--- src/rtl/phase_sequencer_if.sv ---
// Strobe/phase request and CORDIC-side output bundle for phase_sequencer.
interface phase_sequencer_if #(
    parameter int unsigned BW = 8
);
    logic          enable_i;
    logic          strobe_i;
    logic [BW-1:0] phase_inc_i;
    logic          phase_clr_i;
    logic          ready_i;
    logic          overrun_clr_i;
    logic [BW-1:0] angle_o;
    logic          negate_o;
    logic          valid_o;
    logic          wrap_o;
    logic          overrun_o;

    modport master (
        output enable_i, strobe_i, phase_inc_i, phase_clr_i, ready_i, overrun_clr_i,
        input  angle_o, negate_o, valid_o, wrap_o, overrun_o
    );

    modport slave (
        input  enable_i, strobe_i, phase_inc_i, phase_clr_i, ready_i, overrun_clr_i,
        output angle_o, negate_o, valid_o, wrap_o, overrun_o
    );
endinterface

--- src/rtl/phase_sequencer.sv ---
// Phase accumulator that folds each sampled phase into the CORDIC convergence
// range and hands it downstream over a valid/ready handshake.
module phase_sequencer #(
    parameter int unsigned BW = 8
) (
    input  logic             clk_i,
    input  logic             rst_i,
    phase_sequencer_if.slave bus
);
    typedef enum logic [1:0] {IDLE, ARMED, PENDING} state_t;

    state_t        state_q, state_d;
    logic [BW-1:0] acc_q, acc_d;
    logic [BW-1:0] angle_q, angle_d;
    logic          negate_q, negate_d;
    logic          valid_q, valid_d;
    logic          wrap_q, wrap_d;
    logic          overrun_q, overrun_d;
    logic [BW:0]   sum_c;
    logic          strobe_c;
    logic          accept_c;
    logic          drop_c;
    logic          flip_c;

    // State register and registered outputs
    always_ff @(posedge clk_i or negedge rst_i) begin
        if (!rst_i) begin
            state_q   <= IDLE;
            acc_q     <= '0;
            angle_q   <= '0;
            negate_q  <= 1'b0;
            valid_q   <= 1'b0;
            wrap_q    <= 1'b0;
            overrun_q <= 1'b0;
        end else begin
            state_q   <= state_d;
            acc_q     <= acc_d;
            angle_q   <= angle_d;
            negate_q  <= negate_d;
            valid_q   <= valid_d;
            wrap_q    <= wrap_d;
            overrun_q <= overrun_d;
        end
    end

    // Next-state, accumulator and output update
    always_comb begin
        state_d   = state_q;
        acc_d     = acc_q;
        angle_d   = angle_q;
        negate_d  = negate_q;
        wrap_d    = 1'b0;
        overrun_d = overrun_q;
        accept_c  = 1'b0;
        drop_c    = 1'b0;
        sum_c     = (BW+1)'(acc_q) + (BW+1)'(bus.phase_inc_i);
        // Quadrants 01/10 lie outside the convergence range: rotate by half a turn
        flip_c    = acc_q[BW-1] ^ acc_q[BW-2];
        // A coincident clear swallows the strobe entirely
        strobe_c  = bus.strobe_i & ~bus.phase_clr_i & bus.enable_i;

        case (state_q)
            IDLE: begin
                if (bus.enable_i) state_d = ARMED;
            end
            ARMED: begin
                if (strobe_c) begin
                    accept_c = 1'b1;
                    state_d  = PENDING;
                end
            end
            PENDING: begin
                if (strobe_c && bus.ready_i) begin
                    accept_c = 1'b1;
                end else if (strobe_c) begin
                    drop_c = 1'b1;
                end else if (bus.ready_i) begin
                    state_d = ARMED;
                end
            end
            default: state_d = IDLE;
        endcase

        if (!bus.enable_i) state_d = IDLE;

        if (accept_c) begin
            acc_d    = sum_c[BW-1:0];
            wrap_d   = sum_c[BW];
            angle_d  = {acc_q[BW-1] ^ flip_c, acc_q[BW-2:0]};
            negate_d = flip_c;
        end
        if (bus.phase_clr_i) acc_d = '0;

        if (bus.overrun_clr_i) overrun_d = 1'b0;
        if (drop_c)            overrun_d = 1'b1;

        valid_d = (state_d == PENDING);
    end

    assign bus.angle_o   = angle_q;
    assign bus.negate_o  = negate_q;
    assign bus.valid_o   = valid_q;
    assign bus.wrap_o    = wrap_q;
    assign bus.overrun_o = overrun_q;
endmodule

--- src/flat_wrapper.sv ---
// flat-port wrapper written by rule: the top's interface ports become plain ports
module phase_sequencer_flat 
#(
    parameter int unsigned BW = 8
)
  (clk_i, rst_i, bus_enable_i, bus_strobe_i, bus_phase_inc_i, bus_phase_clr_i, bus_ready_i, bus_overrun_clr_i, bus_angle_o, bus_negate_o, bus_valid_o, bus_wrap_o, bus_overrun_o);
  phase_sequencer_if #(.BW(BW)) bus_i ();
  input  logic clk_i;
  input  logic rst_i;
  input wire logic [$bits(bus_i.enable_i)-1:0] bus_enable_i;
  input wire logic [$bits(bus_i.strobe_i)-1:0] bus_strobe_i;
  input wire logic [$bits(bus_i.phase_inc_i)-1:0] bus_phase_inc_i;
  input wire logic [$bits(bus_i.phase_clr_i)-1:0] bus_phase_clr_i;
  input wire logic [$bits(bus_i.ready_i)-1:0] bus_ready_i;
  input wire logic [$bits(bus_i.overrun_clr_i)-1:0] bus_overrun_clr_i;
  output wire logic [$bits(bus_i.angle_o)-1:0] bus_angle_o;
  output wire logic [$bits(bus_i.negate_o)-1:0] bus_negate_o;
  output wire logic [$bits(bus_i.valid_o)-1:0] bus_valid_o;
  output wire logic [$bits(bus_i.wrap_o)-1:0] bus_wrap_o;
  output wire logic [$bits(bus_i.overrun_o)-1:0] bus_overrun_o;
  assign bus_i.enable_i = bus_enable_i;
  assign bus_i.strobe_i = bus_strobe_i;
  assign bus_i.phase_inc_i = bus_phase_inc_i;
  assign bus_i.phase_clr_i = bus_phase_clr_i;
  assign bus_i.ready_i = bus_ready_i;
  assign bus_i.overrun_clr_i = bus_overrun_clr_i;
  assign bus_angle_o = bus_i.angle_o;
  assign bus_negate_o = bus_i.negate_o;
  assign bus_valid_o = bus_i.valid_o;
  assign bus_wrap_o = bus_i.wrap_o;
  assign bus_overrun_o = bus_i.overrun_o;
  phase_sequencer #(.BW(BW)) u_core (.clk_i(clk_i), .rst_i(rst_i), .bus(bus_i));
endmodule
--- config.mk ---
export PLATFORM = sky130hd
export DESIGN_NAME = phase_sequencer_flat
export DESIGN_NICKNAME = d
export VERILOG_FILES = /design/src/rtl/phase_sequencer_if.sv /design/src/rtl/phase_sequencer.sv /design/src/flat_wrapper.sv
export SDC_FILE = /design/constraint.sdc
export NUM_CORES = 1
export LEC_CHECK = 0
export ABC_AREA = 1
export CORE_ASPECT_RATIO = 0.8
export CORE_MARGIN = 2
export CORE_UTILIZATION = 51
export CTS_CLUSTER_SIZE = 20
export DETAILED_ROUTE_END_ITERATION = 10
export GPL_TIMING_DRIVEN = 0
export PLACE_DENSITY = 0.83
export RECOVER_POWER = 100
export SETUP_SLACK_MARGIN = 0.4
export SYNTH_ARGS = -nofsm -noshare
export SYNTH_HDL_FRONTEND = slang
export SYNTH_SLANG_ARGS = --single-unit
--- constraint.sdc ---
create_clock -name clk_i -period 1.9 [get_ports clk_i]
set_input_delay 0.285 -clock clk_i [delete_from_list [all_inputs] [get_ports clk_i]]
set_output_delay 0.285 -clock clk_i [all_outputs]
set_load 0.02 [all_outputs]
Word level (Yosys, flattened, before mapping) --
Cells that the tools add are included.
Word-level totals: input bits 15, flip-flop bits (word level) 22
Operators by class: eq/ne operators 3, bitwise logic cells 5, reduce and logical (&&, ||, !) cells 4, add/sub/neg operators 1, muxes and demuxes 16
Operators with widths (number):
- $mux W8 | 2
- $mux W2 | 5
- $add A8 B8 Y9 | 1
- $mux W1 | 7
- $pmux W2 S3 | 1
- $eq A2 B2 Y1 const B | 2
- $reduce_bool A2 Y1 | 2
- $and A1 B1 Y1 | 2
- $eq A2 B1 Y1 const B | 1
- $logic_not A2 Y1 | 1
- $pmux W1 S2 | 1
- $xor A1 B1 Y1 | 2
- $logic_and A1 B1 Y1 | 1
- $not A1 Y1 | 1

Depth between registers and ports, before layout --
depth in word-level cells 8, depth in mapped cells 9

Worst setup path before layout --
Ideal clock, no wire load.
kind register to register, start point reg u_core.acc_q[0], end point reg u_core.acc_q[6], arrival 1.415 ns, period minus slack after synthesis 1.532 ns, setup slack 0.368 ns, path buffers 0, cell stages (with the launch flop) 9, path through dfrtp_1 ha_1 fa_1 nand2_1 nand3_1 nand3b_1 nand3_1 nand3_1 nand2_1
On the way: word-level cells in the longest chain between the ends 3
RTL lines:
- start, declared | line phase_sequencer.sv:13 | logic [BW-1:0] acc_q, acc_d;
- start signal, assigned | line phase_sequencer.sv:29 | acc_q <= '0;
- start signal, assigned | line phase_sequencer.sv:37 | acc_q <= acc_d;
- $add A8 B8 Y9 | line phase_sequencer.sv:56 | sum_c = (BW+1)'(acc_q) + (BW+1)'(bus.phase_inc_i);
- $mux W8 | line phase_sequencer.sv:86 | if (accept_c) begin
- $mux W8 | line phase_sequencer.sv:92 | if (bus.phase_clr_i) acc_d = '0;
Every way passes these cells. The select of a mux whose other input is x is not followed. A chain may end at the register's enable or synchronous reset.

Final worst setup path --
start point reg u_core.state_q[0], end point reg u_core.acc_q[4]
On the way: word-level cells in the longest chain between the ends 3, elaborated cells between the ends (all ways) 4, classes of those cells eq/ne: 2; mux: 1; reduce/logical: 1
RTL lines:
- start, declared | line phase_sequencer.sv:12 | state_t state_q, state_d;
- start signal, assigned | line phase_sequencer.sv:36 | state_q <= state_d;
- $eq A2 B2 Y1 or $eq A2 B1 Y1 (tied branches) | line phase_sequencer.sv:62 | case (state_q)
- $pmux W1 S2 * | line phase_sequencer.sv:62
- $reduce_bool A2 Y1 (no source line) *
Mark *: on every way between the ends. The rest lies on a longest branch, timed or not.

==> impl_metrics.toml <==
[min_path]
min_path_type = "register to register"

[floorplan]
vertical_die_dimension_um = 50.04
core_area_mm2 = 0.002482
design.die.area_mm2 = 0.003080
dieWidth_um = 61.55
initial_utilization_pct = 54.44
boundaryPins = 27
rows = 16

[placement]
port_buffers = 26
hpwlAfterDp_um = 2090
numPlacedInstances = 226
dpl-instance-area_mm2 = 0.001659
routability_congestion = 0.8883

[timing]
final.hold.worst_slack_ns = 0.4880
max-slew-margin-rel_pct = 34.71
min_period_ns = 1.714
finalHoldViolCount = 0
min_period_over_period_pct = 90.19
grt_setup_unrepaired = "true"
timing_max_transition_violations_final = 0
max_slew.worst_pin.slew_ns = 0.9761
setup_viol = 0
max_freq_ghz = 0.5836
fin_tns_setup_ns = 0
skew_ns = 0.01188

[logic_synthesis]
synthesis.instances = 164
synth_ff_type = "sky130_fd_sc_hd__dfrtp_1"
syn-num-nets = 192
synthesis.area_mm2 = 0.001351
post_synth.cell_area_avg_um2 = 8.240
async_reset_ff_share_pct = 100.0
synthTopCellsByCount = "57 x sky130_fd_sc_hd__nand2_1, 22 x sky130_fd_sc_hd__dfrtp_1, 22 x sky130_fd_sc_hd__inv_1, 13 x sky130_fd_sc_hd__nand3_1, 12 x sky130_fd_sc_hd__ha_1"
postSynthRegisterBits = 22
yosys_warnings = 0
synth.top_cell.area_share_pct = 40.74
post-synth-top-count-cell = "sky130_fd_sc_hd__nand2_1"
synth_sequential_area_ratio_pct = 40.74
synth_cell_type_count = 24
synth_enable_flop_cells = 0
synth_area_leader_cell = "sky130_fd_sc_hd__dfrtp_1"
ys_top_cells_by_area = "sky130_fd_sc_hd__dfrtp_1 41%, sky130_fd_sc_hd__nand2_1 16%, sky130_fd_sc_hd__ha_1 11%"

[finish]
utilization_pct = 74.55
final_nets = 233
n_antenna_cell = 0
design_area_mm2 = 0.001851
fin_cells = 240
final_layout_size_suffix_gt1_share_pct = 17.65
area_growth_pct = 36.94

[routing]
first_iter_violations = 52
drc = 0
vias_per_cell = 5.167
final_antenna_net_count = 0
detail_route.first_pass.iterations = 4
postRouteWirelength_um = 3198
via_total_after_detailed_routing = 1240
routed_wire_length_per_instance_um = 13.33

[cts]
clock_insertion_delay_worst_skew_ns = 0.32
clock-root-buffer = "sky130_fd_sc_hd__clkbuf_4"
cts_tree = "built"
cts_made_buffers = 3
cts.clk_slew.worst_paths_ns = 0.13
cts.sinks = 22
clockBufferDepth = 2
htree_levels = 1

[global_routing]
grt_antenna_before_repair = 0
groute.usage.overall_pct = 21.06
maximum_number_of_pins_on_one_net_before_global_route_repair = 23
grt.overflow.total = 0
grt_first_pass_wirelength_um = 4850
first_global_vias = 1139

[critical_path]
critical_path_peak_fanout = 7
critPathRequiredTime_ns = 2.15
critical_path.endpoint_type = "register"
critical_path.startpoint_type = "register"
crit_type = "register to register"
crit_arrival_ns = 1.96

[run]
cap_viol_max_count = 0

[outcome]
run_status = "finished, final reports clean"

[power_and_ir_drop]
ir_worst_vdd_v = 0.0004477
power.static_leakage_nw = 0.9884
pwr_density_cell_mw_per_mm2 = 550.8
==> final timing paths <==
check	to	slack, ns	cells after the start	from
worst min-delay path	u_core.bus.negate_o$_DFFE_PN0P_	0.49	2	u_core.bus.negate_o$_DFFE_PN0P_
worst min register to register	u_core.bus.negate_o$_DFFE_PN0P_	0.49	2	u_core.bus.negate_o$_DFFE_PN0P_
max in group asynchronous	u_core.bus.angle_o[3]$_DFFE_PN0P_	0.74	1	rst_i
worst max-delay path	u_core.acc_q[4]$_DFFE_PN0P_	0.19	9	u_core.state_q[0]$_DFF_PN0_
min in group asynchronous	u_core.acc_q[7]$_DFFE_PN0P_	0.55	1	rst_i
worst max register to register	u_core.acc_q[4]$_DFFE_PN0P_	0.19	9	u_core.state_q[0]$_DFF_PN0_
==> area by class of cell <==
type	instances	area, µm²
tap	36	45.04
clock inverter	1	30.03
clock buffer	3	22.52
fill	195	631.9
timing repair buffer	36	309.0
buffer	2	26.28
sequential	22	550.5
multi-input combinational	116	774.5
inverter	24	92.59
==> power by group <==
| group | total (mW) | switching, mW | internal (mW) |
|---|---|---|---|
| logic | 0.176 | 0.0987 | 0.0777 |
| clock network | 0.358 | 0.144 | 0.214 |
| registers | 0.485 | 0.00764 | 0.478 |
==> metal layers <==
layer | share of wire (%) | wire length, µm | vias up | global-route usage [%]
met5 | 0 | 0 | - | 0
met4 | 1.2 | 38 | 0 | 6.028
met3 | 6.3 | 202 | 6 | 7.349
met2 | 51 | 1632 | 44 | 33.33
met1 | 41 | 1324 | 588 | 26.81
li1 | - | - | 602 | -
==> state kept, by name, indices dropped and copies added, names as in the netlist <==
name and count:
u_core.bus.angle_o 8, u_core.bus.overrun_o 1, u_core.bus.wrap_o 1, u_core.bus.valid_o 1, u_core.acc_q 8, u_core.state_q 2, u_core.bus.negate_o 1
==> logic make-up after synthesis <==
group,share of synthesized area [%]
buffers and inverters,8.333
AOI/OAI and AO/OA,9.815
and+or+nand+nor,27.22
adders and majority gates,12.59
xor gates and xnor gates,1.297
DFF,40.74
==> metrics by stage <==
stage / setup WS [ns] / total power, mW
after CTS: 0.3296 / 1.005
after global placement: -0.04190 / 0.6369
final: 0.1864 / 1.019
after detailed placement: -0.08085 / 0.6419
after floorplan: 0.4171 / 0.5757
after global routing: 0.09575 / 1.076
==> layout by cell type, fill, tap and decap left out, drive strengths merged, types with 6 or more instances in the layout <==
master and n:
clkbuf 7, o21ai 9, clkdlybuf4s50 13, nand2 59, a21oi 7, dfrtp 22
dlygate4sd2 12, ha 12, buf 8, inv 24, nor2 6, nand3 14
==> worst max-delay path: stages (launching register included) <==
cell and delay (ns):
sky130_fd_sc_hd__dfrtp_1 0.42, sky130_fd_sc_hd__clkbuf_1 0.15, sky130_fd_sc_hd__ha_4 0.18, sky130_fd_sc_hd__a21oi_1 0.34, sky130_fd_sc_hd__nor2_4 0.08, sky130_fd_sc_hd__nand2_4 0.13
sky130_fd_sc_hd__nand2_4 0.09, sky130_fd_sc_hd__inv_4 0.08, sky130_fd_sc_hd__nand2_1 0.07, sky130_fd_sc_hd__o21ai_1 0.11
==> what timing repair did <==
item,CTS,global route
buffers inserted,2,8
hold buffers,0,0
endpoints found under the setup margin,18,18
hold endpoints to repair,0,0
resized for setup,14,20
pin swaps,1,9
Note: power is estimated with default switching activity, not from simulation.
